$ cat config.mk
export PLATFORM = sky130hd
export DESIGN_NAME = alu_op_sequencer
export DESIGN_NICKNAME = d
export VERILOG_FILES = /design/src/rtl/alu_op_sequencer.sv
export SDC_FILE = /design/constraint.sdc
export NUM_CORES = 1
export LEC_CHECK = 0
export CORE_ASPECT_RATIO = 0.75
export CORE_UTILIZATION = 40
export CTS_BUF_LIST = sky130_fd_sc_hd__clkbuf_2 sky130_fd_sc_hd__clkbuf_4 sky130_fd_sc_hd__clkbuf_8
export CTS_CLUSTER_SIZE = 40
export DETAILED_ROUTE_END_ITERATION = 16
export PLACE_DENSITY_LB_ADDON = 0.2
export SYNTH_ARGS = -nofsm -noshare
export SYNTH_HDL_FRONTEND = slang
export SYNTH_SLANG_ARGS = --single-unit
$ cat constraint.sdc
create_clock -name i_clk -period 4.3 [get_ports i_clk]
set_input_delay 0.86 -clock i_clk [delete_from_list [all_inputs] [get_ports i_clk]]
set_output_delay 0.86 -clock i_clk [all_outputs]
set_load 0.01 [all_outputs]
$ cat src/rtl/alu_op_sequencer.sv
// Decodes ARM data-processing ops into an ALU control word, holding it in a
// single-entry buffer. Multiplies spend MUL_CYCLES busy cycles before the word is valid.
module alu_op_sequencer #(
    parameter int unsigned MUL_CYCLES = 4
) (
    input  logic       i_clk,
    input  logic       i_reset,
    input  logic       i_in_valid,
    output logic       o_in_ready,
    input  logic [3:0] i_cmd,
    input  logic       i_s_bit,
    input  logic       i_mul,
    input  logic       i_flush,
    output logic       o_out_valid,
    input  logic       i_out_ready,
    output logic [3:0] o_sel,
    output logic       o_swap_ops,
    output logic       o_use_carry,
    output logic       o_reg_write,
    output logic [1:0] o_flag_wr,
    output logic       o_busy
);

    typedef enum logic [1:0] {StIdle, StMulw, StValid} state_t;

    localparam logic [3:0] MulLoad = 4'(MUL_CYCLES - 1);

    state_t     r_state;
    logic [3:0] r_cnt;
    logic [3:0] r_sel;
    logic       r_swap_ops;
    logic       r_use_carry;
    logic       r_reg_write;
    logic [1:0] r_flag_wr;

    logic [3:0] w_sel;
    logic       w_swap_ops;
    logic       w_use_carry;
    logic       w_reg_write;
    logic       w_test;
    logic [1:0] w_flag_wr;

    always_comb begin
        w_sel       = 4'd0;
        w_swap_ops  = 1'b0;
        w_use_carry = 1'b0;
        w_reg_write = 1'b1;
        w_test      = 1'b0;
        if (i_mul) begin
            w_sel = 4'd8;
        end else begin
            unique case (i_cmd)
                4'b0000: w_sel = 4'd2;
                4'b0001: w_sel = 4'd4;
                4'b0010: w_sel = 4'd1;
                4'b0011: begin w_sel = 4'd1; w_swap_ops = 1'b1; end
                4'b0100: w_sel = 4'd0;
                4'b0101: begin w_sel = 4'd0; w_use_carry = 1'b1; end
                4'b0110: begin w_sel = 4'd1; w_use_carry = 1'b1; end
                4'b0111: begin w_sel = 4'd1; w_swap_ops = 1'b1; w_use_carry = 1'b1; end
                4'b1000: begin w_sel = 4'd2; w_reg_write = 1'b0; w_test = 1'b1; end
                4'b1001: begin w_sel = 4'd4; w_reg_write = 1'b0; w_test = 1'b1; end
                4'b1010: begin w_sel = 4'd1; w_reg_write = 1'b0; w_test = 1'b1; end
                4'b1011: begin w_sel = 4'd0; w_reg_write = 1'b0; w_test = 1'b1; end
                4'b1100: w_sel = 4'd3;
                4'b1101: w_sel = 4'd5;
                4'b1110: w_sel = 4'd6;
                4'b1111: w_sel = 4'd7;
                default: w_sel = 4'd0;
            endcase
        end
        w_flag_wr[1] = i_s_bit | w_test;
        // Carry/overflow only make sense for the adder paths.
        w_flag_wr[0] = w_flag_wr[1] & ((w_sel == 4'd0) | (w_sel == 4'd1));
    end

    always_ff @(posedge i_clk or posedge i_reset) begin
        if (i_reset) begin
            r_state     <= StIdle;
            r_cnt       <= 4'd0;
            r_sel       <= 4'd0;
            r_swap_ops  <= 1'b0;
            r_use_carry <= 1'b0;
            r_reg_write <= 1'b0;
            r_flag_wr   <= 2'b00;
        end else if (i_flush) begin
            r_state <= StIdle;
            r_cnt   <= 4'd0;
        end else begin
            case (r_state)
                StIdle: begin
                    if (i_in_valid) begin
                        r_sel       <= w_sel;
                        r_swap_ops  <= w_swap_ops;
                        r_use_carry <= w_use_carry;
                        r_reg_write <= w_reg_write;
                        r_flag_wr   <= w_flag_wr;
                        if (i_mul) begin
                            r_state <= StMulw;
                            r_cnt   <= MulLoad;
                        end else begin
                            r_state <= StValid;
                        end
                    end
                end
                StMulw: begin
                    if (r_cnt == 4'd0) begin
                        r_state <= StValid;
                    end else begin
                        r_cnt <= r_cnt - 4'd1;
                    end
                end
                StValid: begin
                    if (i_out_ready) begin
                        r_state <= StIdle;
                    end
                end
                default: r_state <= StIdle;
            endcase
        end
    end

    // in_ready is gated so it reads 0 while reset is held, yet 1 at the first edge after.
    assign o_in_ready  = (r_state == StIdle) & ~i_reset;
    assign o_out_valid = (r_state == StValid);
    assign o_busy      = (r_state != StIdle);
    assign o_sel       = r_sel;
    assign o_swap_ops  = r_swap_ops;
    assign o_use_carry = r_use_carry;
    assign o_reg_write = r_reg_write;
    assign o_flag_wr   = r_flag_wr;

endmodule

==> reports/qor.txt <==
status: complete, no violations
DP Area: 1036 um2
global-route wire length before repair: 2677 um
total number of vias: 676
Mapped Cells: 80
min Tclk post-route: 2.768 ns
number of flops mapped to enable cells by yosys: 0
YS warnings: 0
layout cells sized above 1: 0.1058
H-tree depth: 1
final-report setup violation count: 0
DRT iter0 DRCs: 23
RSZ-0062 raised after global routing: false
CORE AREA: 1822 um2
WL/cell: 13.80 um
# resized after CTS: 0
final WL: 1739 um
Initial Util: 0.4451
gr usage total: 0.1817
clock sinks: 15
critical path class: in2out
asr flop ratio synth: 1.000
post-route setup TNS: 0 ns
Hold Crit Class: reg2reg
worst slew pin tran: 0.5858 ns
Num CTS Buffers: 3
Syn Std Cell Area: 810.8 um2
Die H: 40.99 um
PortBufs: 22
Synth Register Bits: 15
Pre-Repair DR Iteration Count: 4
WP data arrival: 1.91 ns
DRC Markers: 0
clock buffer depth: 2
clk_lat worst skew: 0.29 ns
post-CTS setup buffers: 0
Worst EP required: 3.44 ns
syn_area_per_cell: 10.13 um2
Worst Setup Start Kind: input port
fill count: 180
antenna violations before repair: 0
Die Span X: 53.99 um
floorplan row count: 13
antenna fix cells: 0
Max-Cap Viols: 0
Worst-path clk slew: 0.09 ns
via density per instance: 5.365
Max transition margin: 0.6095
max-slew violation count: 0
max frequency: 0.3612 GHz
gr ovfl total: 0
CP Capture Type: output port
vias in the first global route: 590
CP max FO: 2
Final Cell Area: 1064 um2
Lkg Pwr: 0.4612 nW
Nets: 118
CTS tree: built
Seq/Total Area, Yosys: 0.4630
full die area: 2213 um2
Detailed Place HPWL: 1316 um
Layout area overhead: 31.17%
antenna violation net count after detailed routing: 0
largest net degree at the start of global routing: 18
Worst Skew: 0.004811 ns
post-synthesis cell type count: 32
period utilization: 0.6438
Pwr Density: 339.1 nW/um2
worst vdd ir: 214.3 uV
cts-stage hold buffer count: 0
ys flop type: dfrtp_1
Synth Net Count: 93
RD Place Congestion: 0.7772
Root Driver: clkbuf_4
number of top-level pins: 23
Fin. Hold Viols: 0
[kinds of logic (layout without fill, tap and decap cells)]
kind of cell | after synthesis | in the layout | share of synthesized area
adder cells (fa/ha/maj) | 2 | 2 | 0.03086
AO/OA/AOI/OAI | 21 | 21 | 0.2037
buffers and inverters | 7 | 31 | 0.05093
flip-flops | 15 | 15 | 0.4630
AND/OR/NAND/NOR | 35 | 35 | 0.2516
[synthesized netlist by cell type, drive strengths merged, types with 2 or more instances]
master  count  area, um2
inv         5      18.77
nand2b      2      12.51
or3b        2      17.52
a211oi      3      22.52
buf         2      22.52
o21ai       3      15.01
o22ai       2      12.51
a311oi      2      17.52
a221oi      2      17.52
nor4b       2      17.52
nand2      11      41.29
nand3       2      10.01
dfrtp      15      375.4
a21oi       2      10.01
o41ai       2      25.03
nor2        6      22.52
o31ai       2      20.02
ha          2      25.02
nor2b       2      12.51
[area by class of cell]
type	instances	area [um2]	share of cell area
multi-input combinational	58	394.1	0.3706
tap	22	27.53	0.02588
sequential	15	375.4	0.3529
clock buffer	3	22.52	0.02118
clock inverter	1	5.005	0.004706
inverter	5	18.77	0.01765
timing repair buffer	22	220.2	0.2071
[power by group]
group | internal [W] | total [W] | leakage, nW | switching [W]
clock | 0.0000346 | 0.0000790 | 0.0177 | 0.0000444
sequential | 0.000158 | 0.000171 | 0.197 | 0.0000124
combinational | 0.0000598 | 0.000111 | 0.247 | 0.0000511
total | 0.000253 | 0.000361 | 0.461 | 0.000108
[worst max-delay path: stages]
cell and delay, ns:
clkdlybuf4s50_1 0.42, nor2_1 0.10, clkdlybuf4s50_1 0.53
[cell usage in the layout, fill, tap and decap left out, drive strengths merged, types with 2 or more instances in the layout]
| cell | instances |
|---|---|
| ha | 2 |
| o31ai | 2 |
| o41ai | 2 |
| o21ai | 3 |
| o22ai | 2 |
| a21oi | 2 |
| a211oi | 3 |
| or3b | 2 |
| clkdlybuf4s50 | 22 |
| dfrtp | 15 |
| nand2 | 11 |
| nand3 | 2 |
| nand2b | 2 |
| nor4b | 2 |
| nor2b | 2 |
| clkbuf | 3 |
| inv | 5 |
| a311oi | 2 |
| nor2 | 6 |
| a221oi | 2 |
[registers in the layout, indices dropped and copies added, names as in the netlist]
register and cells:
r_state 2, o_reg_write 1, o_use_carry 1, r_cnt 4, o_sel 4, o_flag_wr 2
o_swap_ops 1
[stage by stage]
step	setup slack [ns]	instances	utilization	hold WS [ns]	power (W)
after floorplan	2.354	80	-	0.4924	0.0002285
after global placement	1.533	122	0.5687	0.4655	0.0002802
after detailed placement	1.532	122	0.5687	0.4667	0.0002843
after CTS	1.526	126	0.5838	0.4914	0.0003662
after global routing	1.497	126	0.5838	0.5130	0.0003876
final	1.532	126	0.5838	0.4881	0.0003607
[layer usage]
metal  wire (um)  vias up  part of all wire  GRT usage
met2         724       20              0.42     0.2654
met3         116        3             0.067    0.08148
met5           0        -                 0          0
met1         880      311              0.51     0.2472
li1            -      342                 -          -
met4          16        0            0.0092    0.03846
[final timing paths]
path,from,to,cells past startpoint,slack [ns]
worst max-delay path,i_reset,o_in_ready,3,1.53
worst min-delay path,o_reg_write$_DFFE_PP0P_,o_reg_write$_DFFE_PP0P_,2,0.49
max in group asynchronous,i_reset,o_use_carry$_DFFE_PP0P_,2,2.99
worst min register to register,o_reg_write$_DFFE_PP0P_,o_reg_write$_DFFE_PP0P_,2,0.49
min in group asynchronous,i_reset,r_state[0]$_DFFE_PP0P_,2,0.95
worst max register to register,r_state[0]$_DFFE_PP0P_,o_sel[0]$_DFFE_PP0P_,3,2.48
Power figures use the tool's default switching activity.
